--- config.mk ---
export PLATFORM = sky130hd
export DESIGN_NAME = burst_error_channel
export DESIGN_NICKNAME = d
export VERILOG_FILES = /design/src/rtl/burst_channel_pkg.sv /design/src/rtl/xorshift32_rng.sv /design/src/rtl/burst_error_channel.sv
export SDC_FILE = /design/constraint.sdc
export NUM_CORES = 1
export LEC_CHECK = 0
export BUFFER_PORTS_ARGS = -buffer_cell sky130_fd_sc_hd__clkbuf_2
export CAP_MARGIN = 40
export CORE_MARGIN = 4
export CORE_UTILIZATION = 42
export DETAILED_ROUTE_END_ITERATION = 8
export GPL_TIMING_DRIVEN = 0
export PLACE_DENSITY = 0.65
export SYNTH_ARGS = -nofsm -noshare
export SYNTH_HDL_FRONTEND = slang
export SYNTH_SLANG_ARGS = --single-unit
--- constraint.sdc ---
create_clock -name clk -period 3 [get_ports clk]
set_clock_uncertainty 0.15 [all_clocks]
set_input_delay 0.6 -clock clk [delete_from_list [all_inputs] [get_ports clk]]
set_output_delay 0.6 -clock clk [all_outputs]
set_load 0.05 [all_outputs]
--- src/rtl/burst_channel_pkg.sv ---
// burst_channel_pkg
// Shared definitions for the burst error channel: the two-state burst FSM
// encoding, the xorshift32 shift amounts and a helper that computes the next
// generator value. No ports; imported by xorshift32_rng and
// burst_error_channel.
package burst_channel_pkg;

  // NORMAL waits for a first error; PROP models DFE error propagation.
  typedef enum logic {
    NORMAL = 1'b0,
    PROP   = 1'b1
  } burst_state_e;

  localparam int unsigned XS_SHIFT_A = 13;
  localparam int unsigned XS_SHIFT_B = 17;
  localparam int unsigned XS_SHIFT_C = 5;

  // One xorshift32 step. A non-zero input never produces zero.
  function automatic logic [31:0] xorshift32_next(input logic [31:0] x);
    logic [31:0] y;
    y = x;
    y = y ^ (y << XS_SHIFT_A);
    y = y ^ (y >> XS_SHIFT_B);
    y = y ^ (y << XS_SHIFT_C);
    return y;
  endfunction

endpackage

--- src/rtl/xorshift32_rng.sv ---
// xorshift32_rng
// Holds the xorshift32 generator state used for every error decision.
// Ports:
//   clk     - clock, all logic on posedge
//   rst     - synchronous active-high reset, reloads SEED
//   advance - step the generator once on this edge
//   rnd     - current generator value (the value before this edge's step)
// Parameter SEED must be non-zero, otherwise the generator sticks at zero.
module xorshift32_rng
  import burst_channel_pkg::*;
#(
  parameter logic [31:0] SEED = 32'h0000_0001
) (
  input  logic        clk,
  input  logic        rst,
  input  logic        advance,
  output logic [31:0] rnd
);

  logic [31:0] rnd_q;
  logic [31:0] rnd_d;

  // The generator only moves when a valid bit is consumed, so the decision
  // sequence depends solely on how many valid bits have been seen.
  always_comb begin
    rnd_d = rnd_q;
    if (advance) begin
      rnd_d = xorshift32_next(rnd_q);
    end
  end

  // State register; reset reloads the seed so flip positions replay exactly.
  always_ff @(posedge clk) begin
    if (rst) begin
      rnd_q <= SEED;
    end else begin
      rnd_q <= rnd_d;
    end
  end

  assign rnd = rnd_q;

endmodule

--- src/rtl/burst_error_channel.sv ---
// burst_error_channel
// Bit-serial channel model: flips bits of a valid-qualified serial stream
// using a two-state burst model (random first error, then propagation) and
// counts flipped bits and started bursts.
// Ports:
//   clk, rst        - clock and synchronous active-high reset
//   data_in         - serial bit from the pattern generator
//   data_in_valid   - data_in qualifier; idle cycles change no state
//   inject_en       - low passes bits unmodified and forces NORMAL
//   p_err           - threshold for starting a burst (hit = rnd < p_err)
//   p_prop          - threshold for continuing a burst (hit = rnd < p_prop)
//   data_out        - registered data_in XOR flip, held while not valid
//   data_out_valid  - registered data_in_valid
//   error_flag      - high with data_out_valid when that bit was flipped
//   total_injected  - count of flipped bits, wraps
//   total_bursts    - count of bursts started, wraps
module burst_error_channel
  import burst_channel_pkg::*;
#(
  parameter logic [31:0] SEED      = 32'h0000_0001,
  parameter int          MAX_BURST = 16,
  parameter int          CNT_W     = 64
) (
  input  logic             clk,
  input  logic             rst,
  input  logic             data_in,
  input  logic             data_in_valid,
  input  logic             inject_en,
  input  logic [31:0]      p_err,
  input  logic [31:0]      p_prop,
  output logic             data_out,
  output logic             data_out_valid,
  output logic             error_flag,
  output logic [CNT_W-1:0] total_injected,
  output logic [CNT_W-1:0] total_bursts
);

  localparam logic [7:0] MAX_BURST_L = 8'(MAX_BURST);

  logic [31:0]      rnd;
  burst_state_e     state_q, state_d;
  logic [7:0]       burst_len_q, burst_len_d;
  logic             data_out_q, data_out_d;
  logic             valid_q, valid_d;
  logic             error_q, error_d;
  logic [CNT_W-1:0] injected_q, injected_d;
  logic [CNT_W-1:0] bursts_q, bursts_d;
  logic             flip;

  xorshift32_rng #(
    .SEED (SEED)
  ) u_rng (
    .clk     (clk),
    .rst     (rst),
    .advance (data_in_valid),
    .rnd     (rnd)
  );

  // Burst FSM, flip decision and output/counter next values. Every decision
  // uses the generator value from before this edge's step. Idle cycles keep
  // all state; data_out holds and error_flag drops.
  always_comb begin
    state_d     = state_q;
    burst_len_d = burst_len_q;
    flip        = 1'b0;
    bursts_d    = bursts_q;

    if (data_in_valid) begin
      if (!inject_en) begin
        state_d     = NORMAL;
        burst_len_d = 8'd0;
      end else begin
        unique case (state_q)
          NORMAL: begin
            if (rnd < p_err) begin
              flip        = 1'b1;
              state_d     = PROP;
              burst_len_d = 8'd1;
              bursts_d    = bursts_q + CNT_W'(1);
            end
          end
          PROP: begin
            // A bit that ends a burst is never tested against p_err.
            if ((burst_len_q < MAX_BURST_L) && (rnd < p_prop)) begin
              flip        = 1'b1;
              burst_len_d = burst_len_q + 8'd1;
            end else begin
              state_d     = NORMAL;
              burst_len_d = 8'd0;
            end
          end
          default: begin
            state_d     = NORMAL;
            burst_len_d = 8'd0;
          end
        endcase
      end
    end

    valid_d    = data_in_valid;
    error_d    = data_in_valid & flip;
    data_out_d = data_in_valid ? (data_in ^ flip) : data_out_q;
    injected_d = flip ? (injected_q + CNT_W'(1)) : injected_q;
  end

  // Registers; reset aborts any burst in progress and clears statistics.
  always_ff @(posedge clk) begin
    if (rst) begin
      state_q     <= NORMAL;
      burst_len_q <= 8'd0;
      data_out_q  <= 1'b0;
      valid_q     <= 1'b0;
      error_q     <= 1'b0;
      injected_q  <= '0;
      bursts_q    <= '0;
    end else begin
      state_q     <= state_d;
      burst_len_q <= burst_len_d;
      data_out_q  <= data_out_d;
      valid_q     <= valid_d;
      error_q     <= error_d;
      injected_q  <= injected_d;
      bursts_q    <= bursts_d;
    end
  end

  assign data_out       = data_out_q;
  assign data_out_valid = valid_q;
  assign error_flag     = error_q;
  assign total_injected = injected_q;
  assign total_bursts   = bursts_q;

endmodule

# Word-level counts from Yosys, hierarchy flattened

Index checks and enable logic that the tools add are counted.

Equal/unequal tests: 1
Add/subtract/negate cells: 3
Muxes and demuxes: 9
Bitwise gates (word level): 6
Order comparisons: 3
Reductions and logical operators: 3

Operators by type and width:

| operator                                           | number |
|---|---|
| adder 64 x 1 -> 64 bit, second input constant      | 2 |
| < comparator 32 bit                                | 2 |
| XOR 32 bit                                         | 2 |
| XOR 32 x 15 -> 32 bit                              | 1 |
| two-way mux 8 bit                                  | 3 |
| case mux 8 bit (2 select lines)                    | 1 |
| adder 8 x 1 -> 8 bit, second input constant        | 1 |
| < comparator 8 x 5 -> 1 bit, second input constant | 1 |
| two-way mux 1 bit                                  | 4 |
| AND reduction 4 bit                                | 1 |
| != test 3 bit, second input constant               | 1 |
| case mux 1 bit (2 select lines)                    | 1 |
| AND reduction 2 bit                                | 1 |
| AND 1 bit                                          | 1 |
| logical AND 1 bit                                  | 1 |
| inverter 1 bit                                     | 1 |
| XOR 1 bit                                          | 1 |

Output and inout port bits: 131
Bits of input ports: 69
Logic and storage cells: 33
Register bits: 172

# Logic depth before layout (Yosys ltp)

Depth in word-level cells: 7
Depth in mapped cells: 12
Mapped depth without buffers: 9

# Cells and area by module

Synthesis repeated with hierarchy kept, for this count alone.

Cells, all modules: 1319
Area total of the unflattened synthesis: 10697.8 µm²

By module, submodules not included:

| module              | times used | seq. area each (µm²) | cells an instance | area each (µm²) |
|---|---|---|---|---|
| burst_error_channel | 1          | 2802.7               | 1114              | 8715.9 |
| xorshift32_rng      | 1          | 640.6                | 205               | 1981.9 |

# Worst setup path before layout

OpenSTA, ideal clock, no wires.

Path kind: in2reg
Start: input port p_prop[17]
End: register injected_q[29], in the netlist total_injected[29]
Cell stages on the path: 10
Setup slack: -0.247 ns
Library setup time: 0.123 ns
Data arrival time: 2.974 ns
Buffers on the path: 1
Required time: 2.727 ns
Cell sequence: inv_1 -> ha_1 -> a21o_1 -> a221o_1 -> a2111oi_2 -> nand3_1 -> or2_1 -> buf_2 -> a2111oi_2 -> mux2_1

Cells in the longest elaborated chain, start to end: 6

Ends and longest elaborated chain:

| item                            | RTL line                   | text |
|---|---|---|
| start: declaration              | burst_error_channel.sv:30  | `input logic [31:0] p_prop,` |
| < comparator 32 bit             | burst_error_channel.sv:84  | `if ((burst_len_q < MAX_BURST_L) && (rnd < p_prop)) begin` |
| logical AND 1 bit               | burst_error_channel.sv:84  |  |
| two-way mux 1 bit               | burst_error_channel.sv:84  |  |
| case mux 1 bit (2 select lines) | burst_error_channel.sv:73  | `unique case (state_q)` |
| two-way mux 1 bit               | burst_error_channel.sv:69  | `if (!inject_en) begin` |
| two-way mux 1 bit               | burst_error_channel.sv:68  | `if (data_in_valid) begin` |
| end signal: assignment          | burst_error_channel.sv:122 | `injected_q <= injected_d;` |
| end: declaration                | burst_error_channel.sv:46  | `logic [CNT_W-1:0] injected_q, injected_d;` |

Every way passes these cells.
A chain may end at the register's enable or synchronous reset.

# Worst setup path in the final report

Start: register u_rng.rnd_q[19], in the netlist u_rng.rnd[19]
End: register bursts_q[20], in the netlist total_bursts[20]

Cells in the longest elaborated chain, start to end: 2

Ends and longest elaborated chain:

| item                                 | RTL line                   | text |
|---|---|---|
| start: declaration                   | xorshift32_rng.sv:20       | `logic [31:0] rnd_q;` |
| start signal: assignment             | xorshift32_rng.sv:37       | `rnd_q <= rnd_d;` |
| < comparator 32 bit                  | burst_error_channel.sv:75  | `if (rnd < p_err) begin` |
| AND reduction 4 bit (no source line) | --                         |  |
| end signal: assignment               | burst_error_channel.sv:123 | `bursts_q <= bursts_d;` |
| end: declaration                     | burst_error_channel.sv:47  | `logic [CNT_W-1:0] bursts_q, bursts_d;` |

Every way passes these cells.

==> impl_results.md <==
* Die W at 169 um
* Crit end category: register
* Synth cell types at slightly above 60
* Setup TNS at -0.00156 ns
* Slew HR at a little over half
* RSZ-0062 raised after global routing: yes
* Failing checks: setup timing
* Post-Place Worst Slack at -0.946 ns
* DIE HEIGHT at between 150 and 200 um
* Crit path kind: register to register
* Post-route DRC at 0
* Full die area at 28500 um2
* Worst Setup Slack, final at -0.00156 ns
* Syn_area_per_cell at 8.00 um2
* Vias in the first global route at slightly above 10k
* CP Data Arrival Time at 3.22 ns
* Fin util at about 55%
* Sw Pwr at 2.86 mW
* Combinational power share at 35.2%
* Worst setup path start: u_rng.rnd[19]
* Required time worst endpoint at about 3.2 ns
* CP max stage delay at ~0.4 ns
* Share of cells above drive strength 1 at approximately 31%
* VDD IR max at 357 uV
* Tcrit/Tclk final at 100%
* Pre-antenna DRT Iters at 5
* Ys async rst share at 0%
* Top_reg_cell synth: dfxtp_1
* Port Buffers at between 150 and 200
* Tmin final at 3.00 ns
* DRT Wirelength at around 34 mm
* RR Startpoint: u_rng.rnd[19]
* # diodes at 0
* Grt ovf at 0
* Mapped cell area at 10900 um2
* Worst Path Max Fanout at 4
* Seq cells post-synth at 172
* Switch share at 36.5%
* Filler instances at 2374
* Post-synthesis sequential area ratio at a little under a third
* Clock latency on the worst-skew pair at 0.43 ns
* Lkg Pwr at 5.89 nW
* Startpoint types: register
* Synth-to-Final Area Change at 28.7%
* I/O pin cnt at 200
* H-Tree Depth at 4
* Synth top area cells: dfxtp_1 32%, ha_1 7.5%, a21oi_1 6.4%
* Post-Layout Cell Count at 1949
* Post-synth top area share at 31.7%
* Starting Density at 42.8%
* Most used cell along the critical path: buf_4
* Floorplan core area at 25300 um2
* Nets@finish at 1741
* First-pass GRT wire length at 52.5 mm
* Worst Max-Slew Pin Slew at 0.690 ns
* Final Hold Fails at 0
* Register share of total power at 37.1%
* Hold Path Class: input pin to register
* All-Layer GR Usage at between 20% and 30%
* Final HPWL DP at 24.5 mm
* CTS root buf: clkbuf_16
* Clock sink total at 172
* Via Count at about 11k
* WL/cell at 17.3 um
* Synth warn at 0
* Crit-path slowest cell: dfxtp_4
* FMAX at ~330 MHz
* CTS tree: yes
* Final setup fails at 1
* Cell taking the most area after synthesis: dfxtp_1
* Outcome: complete, but fails checks
* Post-Syn Instances at 1357
* Worst-path cell chain: ha_4 -> and2_4 -> a221o_1 -> a22oi_2 -> nand4_1 -> buf_2 -> buf_4 -> a2111o_1 -> buf_4 -> nor3_1 -> o21a_1
* Placer Congestion at 0.855
* Internal power at about 5.0 mW
* Initial DRC Count at ~680
* Row Count at 58
* Max_cap viols at 0
* Syn_nets at between 1k and 1.5k
* HP Start: data_in
* Vias/cell at 5.47
* Initial antenna violation count at 0
* Number of flops mapped to enable cells by yosys at 0
* CTS buffer count at 17
* Placed Instances at around 1.9k
* Clock Pin Slew Worst Setup and Hold Paths at 0.07 ns
* Largest net degree at the start of global routing at 17
* Clock buffer depth at 2
* PwrDens at about 560 nW/um2
* ANT nets after route at 0
* Pins Over Slew Limit at 0
* Clk pwr share at 27.7%
## worst max-delay path, delay by kind of cell, from the launching register on
| kind | cells | cell delay [ns] |
|---|---|---|
| AOI/OAI and AO/OA | 4 | 1.05 |
| and+or+nand+nor | 3 | 0.60 |
| buffers and inverters | 3 | 0.54 |
| DFF | 1 | 0.40 |
| adders and majority gates | 1 | 0.21 |
## registers in the layout, indices dropped and copies added (netlist names)
name and count:
burst_len_q 8, data_out 1, data_out_valid 1, error_flag 1, state_q 1, total_bursts 64
total_injected 64, u_rng.rnd 32
## layout by cell type (no fill, tap or decap), types with 43 or more instances in the layout
cell and instances:
dfxtp_1 134, a21oi_2 45, a21oi_1 90, clkbuf_2 205, nand2_1 100, nor2b_1 65, nand4_1 64, ha_1 55
xor2_1 56, nand3_1 54, xnor2_1 43, mux2_2 43, inv_1 91, nor2_1 134
## final cells by class
cell class | instances | area, um2 | share of cell area [%]
Buffer | 67 | 452 | 3.23
Clock buffer | 18 | 429 | 3.07
Multi-Input combinational cell | 1021 | 7370 | 52.8
Tap cell | 330 | 413 | 2.96
Timing Repair Buffer | 231 | 1270 | 9.07
Sequential cell | 172 | 3520 | 25.2
Clock inverter | 13 | 130 | 0.931
Inverter | 97 | 384 | 2.75
## routing by layer
layer	share of wire, %	global-route usage, %
met5	0	0
met4	0.61	4.38
met3	5.9	4.02
met2	47	37.0
met1	47	31.0
## repair_timing
action                     in CTS  in global routing
buffers inserted               10                 19
setup endpoints to repair     133                122
gates cloned                    1                  3
hold buffers                    0                  0
pin swaps                      12                 23
gates resized for setup        68                 77
## synth_stat cells, drive strengths merged, types with 5 or more instances
cell     number
nor2b        65
clkbuf       47
and3         36
nand4        65
xor2         56
inv          97
a21oi       139
and4         10
o21a          7
mux2         63
nor3         12
a211oi        9
ha           65
a31oi         5
a2111oi      10
or4           6
dfxtp       172
and2         12
nor4          8
nand2       100
or3          19
o21ai        41
nand3        55
a31o         17
nor2        135
nand3b        5
xnor2        43
o31ai         5
buf          21
## stage by stage
| step | instance area [um2] | hold slack, ns | power [mW] |
|---|---|---|---|
| 2_1_floorplan | 11200 | 0.286 | 4.76 |
| 3_3_place_gp | 12600 | 0.301 | 5.28 |
| 3_5_place_dp | 12600 | 0.318 | 5.34 |
| 4_1_cts | 13500 | 0.217 | 7.68 |
| 5_1_grt | 14000 | 0.239 | 8.31 |
| 6_report | 14000 | 0.240 | 7.82 |
## cells by family (layout without fill, tap and decap cells)
family	Yosys count	count (layout)	share of synthesized area (%)
AO/OA/AOI/OAI	254	255	14.6
XOR/XNOR	99	99	7.99
adder cells (fa/ha/maj)	65	65	7.50
buffers and inverters	165	426	5.97
flip-flops	172	172	31.7
multiplexers	66	66	6.82
AND/OR/NAND/NOR	536	536	25.4
## path summary, 6_finish.rpt
check	endpoint	slack, ns	depth (start not counted)
worst max-delay path	total_bursts[20]	-0.002	11
worst min-delay path	data_out	0.24	2
worst max register to register	total_bursts[20]	-0.002	11
worst min register to register	burst_len_q[1]	0.32	2
## power by group through the flow
stage / clock [mW] / sequential [mW] / combinational [mW]
6_report: 2.17 / 2.90 / 2.75
5_1_grt: 2.31 / 2.92 / 3.07
4_1_cts: 2.22 / 2.87 / 2.59
3_5_place_dp: 0 / 2.91 / 2.43
3_3_place_gp: 0 / 2.90 / 2.38
2_1_floorplan: 0 / 2.79 / 1.96
Note: power is estimated with default switching activity, not from simulation.
